File: config.mk
export PLATFORM = sky130hd
export DESIGN_NAME = exe_issue_arbiter_flat
export DESIGN_NICKNAME = d
export VERILOG_FILES = /design/src/rtl/exe_issue_arbiter_if.sv /design/src/rtl/exe_issue_arbiter.sv /design/src/flat_wrapper.sv
export SDC_FILE = /design/constraint.sdc
export NUM_CORES = 1
export LEC_CHECK = 0
export CORE_MARGIN = 1
export CORE_UTILIZATION = 63
export DETAILED_ROUTE_END_ITERATION = 10
export DONT_BUFFER_PORTS = 1
export PLACE_DENSITY = 0.82
export SETUP_SLACK_MARGIN = 0.3
export SLEW_MARGIN = 20
export SYNTH_ARGS = -nofsm -noshare
export SYNTH_HDL_FRONTEND = slang
export SYNTH_SLANG_ARGS = --single-unit
File: constraint.sdc
create_clock -name CLK -period 2.95 [get_ports CLK]
set_clock_uncertainty 0.15 [all_clocks]
set_input_delay 0.295 -clock CLK [delete_from_list [all_inputs] [get_ports CLK]]
set_output_delay 0.295 -clock CLK [all_outputs]
set_load 0.02 [all_outputs]
File: src/rtl/exe_issue_arbiter_if.sv
// Issue bus between the reservation stations and the EXE-stage issue arbiter.
// Request side : Req_Valid_IN, Req_Long_IN, Req_HiLoWr_IN, Req_HiLoRd_IN, Req_Tag_IN
// Response side: Grant_OUT (combinational), Issue_Valid_OUT, Issue_Sel_OUT,
//                Issue_Tag_OUT, Busy_OUT (registered)
// master = reservation-station side, slave = arbiter side.
interface exe_issue_arbiter_if #(
  parameter int unsigned NUM_REQ = 4,
  parameter int unsigned TAG_W   = 6
);
  logic [NUM_REQ-1:0]       Req_Valid_IN;
  logic [NUM_REQ-1:0]       Req_Long_IN;
  logic [NUM_REQ-1:0]       Req_HiLoWr_IN;
  logic [NUM_REQ-1:0]       Req_HiLoRd_IN;
  logic [NUM_REQ*TAG_W-1:0] Req_Tag_IN;
  logic [NUM_REQ-1:0]       Grant_OUT;
  logic                     Issue_Valid_OUT;
  logic [2:0]               Issue_Sel_OUT;
  logic [TAG_W-1:0]         Issue_Tag_OUT;
  logic                     Busy_OUT;

  modport master (
    output Req_Valid_IN, Req_Long_IN, Req_HiLoWr_IN, Req_HiLoRd_IN, Req_Tag_IN,
    input  Grant_OUT, Issue_Valid_OUT, Issue_Sel_OUT, Issue_Tag_OUT, Busy_OUT
  );

  modport slave (
    input  Req_Valid_IN, Req_Long_IN, Req_HiLoWr_IN, Req_HiLoRd_IN, Req_Tag_IN,
    output Grant_OUT, Issue_Valid_OUT, Issue_Sel_OUT, Issue_Tag_OUT, Busy_OUT
  );
endinterface

File: src/rtl/exe_issue_arbiter.sv
// Round-robin arbiter sharing the single EXE-stage ALU between NUM_REQ
// reservation stations. Holds off issue while a long op (MULT/DIV) occupies
// the ALU and interlocks HI/LO readers behind an in-flight HI/LO writer.
// Ports:
//   CLK, RESET (async, active-low)
//   STALL_fMEM : freeze EXE input registers
//   Flush_IN   : synchronous squash, wins over STALL_fMEM
//   bus        : exe_issue_arbiter_if.slave (requests in, grant/issue out)
//   Perf_Grants_OUT, Perf_StallCyc_OUT : only with EXE_ARB_PERF_EN defined
// Optional feature macro: EXE_ARB_PERF_EN (grant/stall counters + grant trace).
module exe_issue_arbiter #(
  parameter int unsigned NUM_REQ  = 4,
  parameter int unsigned TAG_W    = 6,
  parameter int unsigned LONG_LAT = 4
) (
  input  logic                CLK,
  input  logic                RESET,
  input  logic                STALL_fMEM,
  input  logic                Flush_IN,
  exe_issue_arbiter_if.slave  bus
`ifdef EXE_ARB_PERF_EN
  ,
  output logic [31:0]         Perf_Grants_OUT,
  output logic [31:0]         Perf_StallCyc_OUT
`endif
);

  localparam int unsigned PTR_W = $clog2(NUM_REQ);
  localparam int unsigned CNT_W = $clog2(LONG_LAT + 1);

  typedef enum logic {ST_IDLE, ST_BUSY} state_t;

  state_t             r_state;
  logic [PTR_W-1:0]   r_rr_ptr;
  logic [CNT_W-1:0]   r_busy_cnt;
  logic               r_hilo_block;
  logic               r_issue_valid;
  logic [2:0]         r_issue_sel;
  logic [TAG_W-1:0]   r_issue_tag;
  logic               r_busy;

  logic [NUM_REQ-1:0] w_elig;
  logic               w_grant_en;
  logic [PTR_W-1:0]   w_winner;
  logic               w_found;
  logic [PTR_W:0]     w_idx;
  logic [PTR_W-1:0]   w_ptr_next;
  logic [TAG_W-1:0]   w_win_tag;

  // HI/LO readers are masked while a writer is still in flight.
  assign w_elig = bus.Req_Valid_IN & ~(bus.Req_HiLoRd_IN & {NUM_REQ{r_hilo_block}});

  // RESET is folded in so no grant escapes while the arbiter is held in reset.
  assign w_grant_en = RESET && (r_state == ST_IDLE) && !STALL_fMEM && !Flush_IN && (|w_elig);

  // Rotating priority scan starting at r_rr_ptr, wrapping modulo NUM_REQ.
  always_comb begin
    w_winner = '0;
    w_found  = 1'b0;
    w_idx    = '0;
    for (int unsigned k = 0; k < NUM_REQ; k++) begin
      w_idx = {1'b0, r_rr_ptr} + (PTR_W+1)'(k);
      if (w_idx >= (PTR_W+1)'(NUM_REQ)) w_idx = w_idx - (PTR_W+1)'(NUM_REQ);
      if (!w_found && w_elig[w_idx[PTR_W-1:0]]) begin
        w_found  = 1'b1;
        w_winner = w_idx[PTR_W-1:0];
      end
    end
  end

  assign w_ptr_next = (w_winner == PTR_W'(NUM_REQ - 1)) ? '0 : w_winner + PTR_W'(1);
  assign w_win_tag  = bus.Req_Tag_IN[w_winner*TAG_W +: TAG_W];

  assign bus.Grant_OUT       = w_grant_en ? (NUM_REQ'(1) << w_winner) : '0;
  assign bus.Issue_Valid_OUT = r_issue_valid;
  assign bus.Issue_Sel_OUT   = r_issue_sel;
  assign bus.Issue_Tag_OUT   = r_issue_tag;
  assign bus.Busy_OUT        = r_busy;

  // Issue FSM: IDLE grants; BUSY counts down the long-op occupancy.
  always_ff @(posedge CLK or negedge RESET) begin
    if (!RESET) begin
      r_state       <= ST_IDLE;
      r_rr_ptr      <= '0;
      r_busy_cnt    <= '0;
      r_hilo_block  <= 1'b0;
      r_issue_valid <= 1'b0;
      r_issue_sel   <= '0;
      r_issue_tag   <= '0;
      r_busy        <= 1'b0;
    end else if (Flush_IN) begin
      r_state       <= ST_IDLE;
      r_busy_cnt    <= '0;
      r_hilo_block  <= 1'b0;
      r_issue_valid <= 1'b0;
      r_busy        <= 1'b0;
    end else if (!STALL_fMEM) begin
      case (r_state)
        ST_IDLE: begin
          // Any block still set here came from a short writer: it lasts one edge.
          r_hilo_block <= w_grant_en && bus.Req_HiLoWr_IN[w_winner];
          if (w_grant_en) begin
            r_issue_valid <= 1'b1;
            r_issue_sel   <= 3'(w_winner);
            r_issue_tag   <= w_win_tag;
            r_rr_ptr      <= w_ptr_next;
            if (bus.Req_Long_IN[w_winner]) begin
              r_state    <= ST_BUSY;
              r_busy_cnt <= CNT_W'(LONG_LAT - 1);
              r_busy     <= 1'b1;
            end
          end else begin
            r_issue_valid <= 1'b0;
          end
        end
        ST_BUSY: begin
          r_issue_valid <= 1'b0;
          if (r_busy_cnt == CNT_W'(1)) begin
            r_state      <= ST_IDLE;
            r_busy_cnt   <= '0;
            r_busy       <= 1'b0;
            r_hilo_block <= 1'b0;
          end else begin
            r_busy_cnt <= r_busy_cnt - CNT_W'(1);
          end
        end
        default: r_state <= ST_IDLE;
      endcase
    end
  end

`ifdef EXE_ARB_PERF_EN
  // Free-running counters; flush does not touch them.
  always_ff @(posedge CLK or negedge RESET) begin
    if (!RESET) begin
      Perf_Grants_OUT   <= '0;
      Perf_StallCyc_OUT <= '0;
    end else begin
      if (w_grant_en) begin
        Perf_Grants_OUT <= Perf_Grants_OUT + 32'd1;
        $display("exe_issue_arbiter grant idx=%0d tag=0x%0h", w_winner, w_win_tag);
      end
      if ((|bus.Req_Valid_IN) && !w_grant_en) Perf_StallCyc_OUT <= Perf_StallCyc_OUT + 32'd1;
    end
  end
`endif

endmodule

File: src/flat_wrapper.sv
// flat-port wrapper written by rule: the top's interface ports become plain ports
module exe_issue_arbiter_flat 
#(
  parameter int unsigned NUM_REQ  = 4,
  parameter int unsigned TAG_W    = 6,
  parameter int unsigned LONG_LAT = 4
)
  (CLK, RESET, STALL_fMEM, Flush_IN, bus_Req_Valid_IN, bus_Req_Long_IN, bus_Req_HiLoWr_IN, bus_Req_HiLoRd_IN, bus_Req_Tag_IN, bus_Grant_OUT, bus_Issue_Valid_OUT, bus_Issue_Sel_OUT, bus_Issue_Tag_OUT, bus_Busy_OUT);
  exe_issue_arbiter_if #(.NUM_REQ(NUM_REQ), .TAG_W(TAG_W)) bus_i ();
  input  logic CLK;
  input  logic RESET;
  input  logic STALL_fMEM;
  input  logic Flush_IN;
  input wire logic [$bits(bus_i.Req_Valid_IN)-1:0] bus_Req_Valid_IN;
  input wire logic [$bits(bus_i.Req_Long_IN)-1:0] bus_Req_Long_IN;
  input wire logic [$bits(bus_i.Req_HiLoWr_IN)-1:0] bus_Req_HiLoWr_IN;
  input wire logic [$bits(bus_i.Req_HiLoRd_IN)-1:0] bus_Req_HiLoRd_IN;
  input wire logic [$bits(bus_i.Req_Tag_IN)-1:0] bus_Req_Tag_IN;
  output wire logic [$bits(bus_i.Grant_OUT)-1:0] bus_Grant_OUT;
  output wire logic [$bits(bus_i.Issue_Valid_OUT)-1:0] bus_Issue_Valid_OUT;
  output wire logic [$bits(bus_i.Issue_Sel_OUT)-1:0] bus_Issue_Sel_OUT;
  output wire logic [$bits(bus_i.Issue_Tag_OUT)-1:0] bus_Issue_Tag_OUT;
  output wire logic [$bits(bus_i.Busy_OUT)-1:0] bus_Busy_OUT;
  assign bus_i.Req_Valid_IN = bus_Req_Valid_IN;
  assign bus_i.Req_Long_IN = bus_Req_Long_IN;
  assign bus_i.Req_HiLoWr_IN = bus_Req_HiLoWr_IN;
  assign bus_i.Req_HiLoRd_IN = bus_Req_HiLoRd_IN;
  assign bus_i.Req_Tag_IN = bus_Req_Tag_IN;
  assign bus_Grant_OUT = bus_i.Grant_OUT;
  assign bus_Issue_Valid_OUT = bus_i.Issue_Valid_OUT;
  assign bus_Issue_Sel_OUT = bus_i.Issue_Sel_OUT;
  assign bus_Issue_Tag_OUT = bus_i.Issue_Tag_OUT;
  assign bus_Busy_OUT = bus_i.Busy_OUT;
  exe_issue_arbiter #(.NUM_REQ(NUM_REQ), .TAG_W(TAG_W), .LONG_LAT(LONG_LAT)) u_core (.CLK(CLK), .RESET(RESET), .STALL_fMEM(STALL_fMEM), .Flush_IN(Flush_IN), .bus(bus_i));
endmodule
==> metrics.txt, run 1 <==
# TYPE chip_impl_metric gauge
chip_impl_metric{name="routed_wl",unit="mm"} 3.71
chip_impl_metric{name="buffer_ports.inserted",unit=""} 0
chip_impl_metric{name="max_slew.worst_pin.slew",unit="ps"} 786
chip_impl_metric{name="synthesis.instances",unit=""} 145
chip_impl_metric{name="drt_pre_antenna_iters",unit=""} 4
chip_impl_info{name="cts_tree",value="yes"} 1
chip_impl_metric{name="post_synth_instance_area",unit="mm²"} 0.00140
chip_impl_metric{name="design.portCount",unit=""} 59
chip_impl_metric{name="synth.mux.area_fraction",unit="%"} 20.5
chip_impl_metric{name="share_of_synthesized_cell_area_in_full_adder_half_adder_and_majority_cells",unit="%"} 5.35
chip_impl_metric{name="pre_cts_setup_slack",unit="ps"} 95.5
chip_impl_metric{name="final.min_clock_period",unit="ps"} 2910
chip_impl_metric{name="viasPerCell",unit=""} 6.49
chip_impl_metric{name="cp_max_fanout",unit=""} 6
chip_impl_info{name="worstPathCellList",value="mux2_4 -> a221o_1 -> nand3_1 -> o21ai_1 -> a22oi_2 -> buf_12 -> buf_4 -> bufbuf_16 -> mux2i_2 -> mux2_4 -> o21ai_1"} 1
chip_impl_metric{name="setup_slack",unit="ps"} 41.2
chip_impl_metric{name="initial_core_util",unit="%"} 69.4
chip_impl_metric{name="slew_headroom",unit="%"} 47.4
chip_impl_metric{name="grt_overflow_total",unit=""} 0
chip_impl_metric{name="layout.area.seq",unit="µm²"} 427
chip_impl_metric{name="clock_sinks",unit=""} 17
chip_impl_metric{name="floorplan.die.width",unit="µm"} 49.2
chip_impl_metric{name="number_of_standard_cell_rows_in_the_floorplan",unit=""} 16
chip_impl_metric{name="max-vdd-ir-drop",unit="V"} 0.000829
chip_impl_metric{name="wl_met1",unit="mm"} 1.40
chip_impl_info{name="grt_setup_unrepaired",value="yes"} 1
chip_impl_metric{name="stdcell_count",unit=""} 188
chip_impl_metric{name="vias_in_the_first_global_route",unit=""} 1240
chip_impl_info{name="layout_commonest_cell",value="sky130_fd_sc_hd__dfrtp_1"} 1
chip_impl_metric{name="synth_compound_area_share",unit="%"} 22.7
chip_impl_metric{name="full_die_area",unit="mm²"} 0.00242
chip_impl_metric{name="clock_tree.buffer_depth",unit=""} 2
chip_impl_metric{name="maxCapViolCount",unit=""} 0
chip_impl_metric{name="finalCoreUtilization",unit="%"} 82.9
chip_impl_metric{name="final_antenna_net_count",unit=""} 0
chip_impl_metric{name="routedWlPerCell",unit="µm"} 19.8
chip_impl_metric{name="synth_xor_area_share",unit="%"} 0
chip_impl_metric{name="setup_viol_count_final",unit=""} 0
chip_impl_info{name="crit_type",value="reg2reg"} 1
chip_impl_info{name="synth_top_family_by_area",value="compound AO/OA/AOI/OAI gates"} 1
chip_impl_metric{name="post_synth_num_cell_types",unit=""} 45
chip_impl_metric{name="worst-endpoint-required",unit="ps"} 2990
chip_impl_metric{name="timing.final.max_slew_violations",unit=""} 0
chip_impl_info{name="holdCritPathClass",value="in2reg"} 1
chip_impl_metric{name="clock_insertion_delay_worst_skew",unit="ps"} 300
chip_impl_metric{name="dpl.hpwl",unit="mm"} 2.30
chip_impl_metric{name="dr_wl_met2",unit="mm"} 2.01
chip_impl_info{name="worst_setup_path_start_kind",value="register"} 1
chip_impl_metric{name="synth-seq-area-share",unit="%"} 30.3
chip_impl_metric{name="route.vias.total",unit=""} 1221
chip_impl_metric{name="grt_max_degree",unit=""} 18
chip_impl_metric{name="postSynthAreaPerCell",unit="µm²"} 9.67
chip_impl_metric{name="count_of_antenna_diodes_in_the_layout",unit=""} 0
chip_impl_metric{name="drcViolationCount",unit=""} 0
chip_impl_metric{name="power_leakage",unit="nW"} 0.782
chip_impl_metric{name="timing.critical_path.slowest_cell_delay",unit="ps"} 480
chip_impl_metric{name="timing.critical_path.arrival",unit="ps"} 2950
chip_impl_metric{name="core",unit="mm²"} 0.00202
chip_impl_metric{name="number_of_warnings_reported_in_the_yosys_synthesis_log",unit=""} 0
chip_impl_metric{name="fin_crit_share",unit="%"} 98.6
chip_impl_metric{name="fmaxAchievable",unit="GHz"} 0.344
chip_impl_metric{name="antenna_violations_before_repair",unit=""} 0
chip_impl_metric{name="finalNetCount",unit=""} 212
chip_impl_info{name="timing.critical_path.to_type",value="register"} 1
chip_impl_metric{name="hold_viol",unit=""} 0
chip_impl_metric{name="global_route_wire_length_before_repair",unit="mm"} 5.71
chip_impl_info{name="layout_common_cells",value="sky130_fd_sc_hd__dfrtp_1, sky130_fd_sc_hd__nand2_1, sky130_fd_sc_hd__buf_4"} 1
chip_impl_metric{name="fillers",unit=""} 124
chip_impl_metric{name="htree_levels",unit=""} 1
chip_impl_metric{name="clk_transition_reported_paths",unit="ps"} 100
chip_impl_info{name="run_status",value="finished, final reports clean"} 1
chip_impl_metric{name="power-per-cell-area",unit="mW/mm²"} 1170
chip_impl_metric{name="syn2layout_area_growth",unit="%"} 19.5
chip_impl_info{name="worst_path_max_delay_cell",value="sky130_fd_sc_hd__dfrtp_2"} 1
chip_impl_metric{name="multiInputGateArea",unit="µm²"} 938
chip_impl_metric{name="final_layout_size_suffix_gt1_share",unit="%"} 34.8
chip_impl_metric{name="gr-usage-all-layers",unit="%"} 32.3
chip_impl_metric{name="synthesis.nets",unit=""} 195
chip_impl_metric{name="numPlacedInstances",unit=""} 171
chip_impl_metric{name="synthSimpleGateAreaFrac",unit="%"} 12.8
chip_impl_metric{name="die_span_y",unit="µm"} 49.2
chip_impl_metric{name="wl_met3",unit="µm"} 194
chip_impl_metric{name="postSynthRegisterBits",unit=""} 17
chip_impl_info{name="top_layer",value="met4"} 1
chip_impl_info{name="cts_root_buf",value="sky130_fd_sc_hd__clkbuf_4"} 1
chip_impl_metric{name="globalplace.congestion",unit=""} 0.908
chip_impl_metric{name="first_iter_violations",unit=""} 34
chip_impl_metric{name="cts_buffers",unit=""} 3
[stage by stage]
step / hold slack [ps] / cell area (µm²) / TNS [ps] / power (mW)
after floorplan: -151 / 1410 / 0 / 1.24
after global routing: 45.4 / 1680 / -450 / 2.06
after detailed placement: -150 / 1440 / 0 / 1.38
after CTS: 22.3 / 1660 / 0 / 1.88
after global placement: -150 / 1440 / 0 / 1.33
final: 22.5 / 1680 / 0 / 1.96
[critical path: cells and delay by family (launching register included)]
family,cells,cell delay [ps]
AO/OA/AOI/OAI,4,770
buffers and inverters,3,530
flip-flops,1,480
multiplexers,3,730
AND/OR/NAND/NOR,1,140
[metal layers]
layer	track usage (%)	up-vias
li1	-	561
met1	34.9	602
met2	60.0	48
met3	5.30	10
met4	15.2	0
met5	0	-
[state kept, by name, indices dropped and copies added (netlist names)]
register and count:
u_core.r_busy_cnt 3, u_core.bus.Issue_Sel_OUT 2, u_core.bus.Issue_Valid_OUT 1, u_core.r_hilo_block 1, u_core.r_state 1, u_core.bus.Busy_OUT 1, u_core.r_rr_ptr 2, u_core.bus.Issue_Tag_OUT 6
[power by group]
| part | leakage (nW) | switching, mW | internal, mW |
|---|---|---|---|
| clock network | 0.0177 | 0.0787 | 0.0506 |
| logic | 0.553 | 0.606 | 0.750 |
| registers | 0.212 | 0.154 | 0.318 |
| total | 0.782 | 0.840 | 1.12 |
[Yosys cell counts, drive strengths merged]
master	n	area (µm²)
o41ai	1	16.3
nand2	15	56.3
clkbuf	2	7.51
mux2i	16	160
buf	6	62.6
ha	6	75.1
a221o	1	10.0
a21boi	2	15.0
o22a	2	17.5
a221oi	1	8.76
nand3	6	35.0
a31oi	1	6.26
o41a	1	11.3
nor4b	1	8.76
a21oi	6	52.6
a41o	1	10.0
mux2	11	128
a32o	2	20.0
a21o	2	15.0
dfrtp	17	425
or4	1	7.51
o311ai	1	8.76
nand3b	1	7.51
or3	1	6.26
conb	1	3.75
nand2b	3	18.8
o21ai	12	71.3
inv	11	41.3
and2	4	25.0
nor2	4	15.0
a2111o	1	11.3
a211oi	1	7.51
a22oi	2	20.0
o31a	2	17.5
[logic make-up (layout without fill, tap and decap cells)]
logic type / after synthesis / in the layout
mux: 27 / 27
fa+ha+maj: 6 / 6
simple gates: 36 / 36
other cells: 1 / 1
compound gates: 39 / 39
buf+inv: 19 / 35
flops: 17 / 17
[path summary, 6_finish.rpt]
kind / start / to / slack [ps] / cells past startpoint
worst max register to register: u_core.r_rr_ptr[0]$_DFFE_PN0P_ / u_core.bus.Issue_Tag_OUT[2]$_DFFE_PN0P_ / 40 / 11
max in group asynchronous: RESET / u_core.r_rr_ptr[0]$_DFFE_PN0P_ / 1760 / 1
min in group asynchronous: RESET / u_core.r_busy_cnt[1]$_DFFE_PN0P_ / 360 / 1
worst max-delay path: u_core.r_rr_ptr[0]$_DFFE_PN0P_ / u_core.bus.Issue_Tag_OUT[2]$_DFFE_PN0P_ / 40 / 11
worst min register to register: u_core.r_busy_cnt[1]$_DFFE_PN0P_ / u_core.r_busy_cnt[1]$_DFFE_PN0P_ / 380 / 1
worst min-delay path: Flush_IN / u_core.r_busy_cnt[1]$_DFFE_PN0P_ / 20 / 2
[timing repair]
item | CTS | global route
buffers inserted | 11 | 0
endpoints found under the hold margin | 17 | 0
gates cloned | 1 | 0
resized for setup | 21 | 4
pin swaps | 7 | 3
endpoints found under the setup margin | 17 | 16
hold buffers | 1 | 0
[final cells by class]
type | count | share of cell area (%)
repair buffers | 20 | 12.0
inverters | 11 | 2.91
flip-flops and latches | 17 | 25.4
well taps | 27 | 2.01
multi-input cells | 109 | 56.0
clock inverters | 1 | 0.299
clock buffers | 3 | 1.34
Note: power is estimated with default switching activity, not from simulation.
==> inputs of run 2 (changes only) <==
- CORE_UTILIZATION: 63 -> 53
- PLACE_DENSITY: 0.82 -> 0.71
- clock period: 2.95 -> 2.7 ns (I/O delays scaled with it)
==> metrics.txt, run 2 (synthesis gave the netlist of run 1 again) <==
# TYPE chip_impl_metric gauge
chip_impl_info{name="worst_setup_path_start_kind",value="register"} 1
chip_impl_info{name="run_status",value="complete, but fails checks"} 1
chip_impl_metric{name="worst-endpoint-required",unit="ps"} 2280
chip_impl_metric{name="buffer_ports.inserted",unit=""} 0
chip_impl_metric{name="grt.met2_usage",unit="%"} 39.6
chip_impl_metric{name="full_die_area",unit="mm²"} 0.00286
chip_impl_metric{name="drt_pre_antenna_iters",unit=""} 4
chip_impl_metric{name="timing.critical_path.slowest_cell_delay",unit="ps"} 480
chip_impl_metric{name="final.min_clock_period",unit="ps"} 2820
chip_impl_metric{name="count_of_antenna_diodes_in_the_layout",unit=""} 0
chip_impl_metric{name="htree_levels",unit=""} 1
chip_impl_metric{name="max-vdd-ir-drop",unit="V"} 0.000869
chip_impl_metric{name="finalInstanceArea",unit="mm²"} 0.00165
chip_impl_metric{name="setup_viol_count_final",unit=""} 10
chip_impl_metric{name="totalNegativeSetupSlack",unit="ps"} -854
chip_impl_metric{name="core",unit="mm²"} 0.00250
chip_impl_metric{name="number_of_standard_cell_rows_in_the_floorplan",unit=""} 18
chip_impl_metric{name="gr-usage-all-layers",unit="%"} 23.2
chip_impl_metric{name="largest_reg_flops",unit=""} 6
chip_impl_metric{name="floorplan.die.width",unit="µm"} 53.4
chip_impl_metric{name="slew_headroom",unit="%"} 47.8
chip_impl_metric{name="clock_insertion_delay_worst_skew",unit="ps"} 290
chip_impl_metric{name="final_layout_size_suffix_gt1_share",unit="%"} 35.4
chip_impl_metric{name="maxCapViolCount",unit=""} 0
chip_impl_metric{name="power_leakage",unit="nW"} 0.779
chip_impl_metric{name="timing.final.max_slew_violations",unit=""} 0
chip_impl_metric{name="final_antenna_net_count",unit=""} 0
chip_impl_metric{name="cts_buffers",unit=""} 3
chip_impl_metric{name="initial_core_util",unit="%"} 56.1
chip_impl_metric{name="fmaxAchievable",unit="GHz"} 0.355
chip_impl_metric{name="clk_transition_reported_paths",unit="ps"} 110
chip_impl_metric{name="first_iter_violations",unit=""} 22
chip_impl_metric{name="setup_slack",unit="ps"} -119
chip_impl_metric{name="antenna_violations_before_repair",unit=""} 0
chip_impl_info{name="cts_tree",value="yes"} 1
chip_impl_metric{name="routed_wl",unit="mm"} 3.14
chip_impl_metric{name="multiInputGateArea",unit="µm²"} 941
chip_impl_metric{name="dpl.hpwl",unit="mm"} 2.40
chip_impl_metric{name="viasPerCell",unit=""} 5.94
chip_impl_metric{name="hold_viol",unit=""} 0
chip_impl_metric{name="fillers",unit=""} 210
chip_impl_info{name="layout_common_cells",value="sky130_fd_sc_hd__mux2i_1, sky130_fd_sc_hd__dfrtp_1, sky130_fd_sc_hd__nand2_1, sky130_fd_sc_hd__buf_4, sky130_fd_sc_hd__inv_1"} 1
chip_impl_info{name="grt_setup_unrepaired",value="yes"} 1
chip_impl_metric{name="routedWlPerCell",unit="µm"} 16.4
chip_impl_info{name="worstPathCellList",value="buf_4 -> nor2_4 -> a221o_1 -> a21oi_1 -> or3_1 -> a22oi_2 -> buf_6 -> inv_4 -> ha_2 -> and2_4"} 1
chip_impl_metric{name="globalplace.congestion",unit=""} 0.771
chip_impl_metric{name="grtUsageMet3",unit="%"} 6.03
chip_impl_metric{name="grt_util_met1",unit="%"} 28.5
chip_impl_metric{name="route.vias.total",unit=""} 1134
chip_impl_metric{name="clock_tree.buffer_depth",unit=""} 2
chip_impl_metric{name="global_route_wire_length_before_repair",unit="mm"} 4.78
chip_impl_metric{name="fin_worst_hold_slack",unit="ps"} 11.6
chip_impl_info{name="holdCritPathClass",value="in2reg"} 1
chip_impl_info{name="crit_type",value="reg2out"} 1
chip_impl_metric{name="die_span_y",unit="µm"} 53.4
chip_impl_metric{name="layout.area.seq",unit="µm²"} 427
chip_impl_metric{name="fin_crit_share",unit="%"} 104
chip_impl_metric{name="timing.critical_path.arrival",unit="ps"} 2400
chip_impl_metric{name="max_slew.worst_pin.slew",unit="ps"} 780
chip_impl_metric{name="drcViolationCount",unit=""} 0
chip_impl_metric{name="clock_sinks",unit=""} 17
chip_impl_info{name="worst_path_max_delay_cell",value="sky130_fd_sc_hd__dfrtp_2"} 1
chip_impl_metric{name="design.portCount",unit=""} 59
chip_impl_metric{name="grt_overflow_total",unit=""} 0
chip_impl_info{name="timing.critical_path.to_type",value="output pin"} 1
chip_impl_metric{name="syn2layout_area_growth",unit="%"} 17.8
chip_impl_metric{name="power-per-cell-area",unit="mW/mm²"} 1170
chip_impl_metric{name="post_dp_cell_area",unit="mm²"} 0.00152
chip_impl_info{name="cts_root_buf",value="sky130_fd_sc_hd__clkbuf_4"} 1
chip_impl_metric{name="cp_max_fanout",unit=""} 8
chip_impl_metric{name="totalPowerFinal",unit="mW"} 1.94
chip_impl_info{name="failed_checks",value="setup timing"} 1
chip_impl_metric{name="vias_in_the_first_global_route",unit=""} 1100
chip_impl_metric{name="finalNetCount",unit=""} 212
chip_impl_info{name="grt_busiest_layer",value="met2"} 1
chip_impl_metric{name="grt_max_degree",unit=""} 18
==> run 2: cell types whose count changed in the layout (fill, tap and decap cells not counted), sizes merged <==
cell and change:
buf +1, bufbuf -1
==> run 2: layout make-up <==
type | instances | share of cell area [%]
clock buffer | 3 | 1.36
clock inverter | 1 | 0.303
inverter | 11 | 2.65
multi-input combinational | 109 | 56.9
sequential | 17 | 25.8
tap | 30 | 2.27
timing repair buffer | 20 | 10.7
==> run 2: final timing paths <==
path | from | end | slack, ps | cells after the start
max | u_core.r_rr_ptr[0]$_DFFE_PN0P_ | bus_Grant_OUT[2] | -120 | 10
min | Flush_IN | u_core.r_busy_cnt[0]$_DFFE_PN0P_ | 10 | 2
max reg2reg | u_core.r_rr_ptr[0]$_DFFE_PN0P_ | u_core.bus.Issue_Tag_OUT[1]$_DFFE_PN0P_ | -100 | 12
min reg2reg | u_core.r_busy_cnt[1]$_DFFE_PN0P_ | u_core.r_busy_cnt[1]$_DFFE_PN0P_ | 370 | 1
max in group asynchronous | RESET | u_core.r_rr_ptr[0]$_DFFE_PN0P_ | 1530 | 1
min in group asynchronous | RESET | u_core.r_state$_DFFE_PN0P_ | 340 | 1
==> run 2: what timing repair did <==
item                                    in CTS  in global routing
setup buffers                                5                  0
hold buffers                                 1                  0
pin swaps                                    1                  0
gates resized for setup                      9                  7
endpoints found under the setup margin      18                 18
hold endpoints to repair                    17                  0
==> run 2: per-stage QoR <==
| stage | util [%] | cells | setup slack (ps) |
|---|---|---|---|
| floorplan | - | 145 | 59.6 |
| global placement | 60.7 | 181 | 60.0 |
| detailed placement | 60.7 | 181 | -22.8 |
| CTS | 65.1 | 191 | -86.3 |
| global route | 66.1 | 191 | -240 |
| finish | 66.1 | 191 | -119 |
==> run 2: critical path, delay by kind of cell (launching register included) <==
family	cells	cell delay, ps
flip-flops	1	480
AND/OR/NAND/NOR	3	590
buffers and inverters	3	360
AO/OA/AOI/OAI	3	510
adder cells (fa/ha/maj)	1	150
==> run 2: where the power goes <==
group          switching (mW)  internal, mW  leakage [nW]
clock network          0.0852        0.0550        0.0177
logic                   0.582         0.707         0.550
registers               0.166         0.347         0.212
total                   0.832          1.11         0.779
==> run 2: layer usage <==
metal,up-vias,part of all wire [%]
met4,0,0.73
met1,531,40
met2,37,53
li1,562,-
met3,4,6.0
met5,-,0
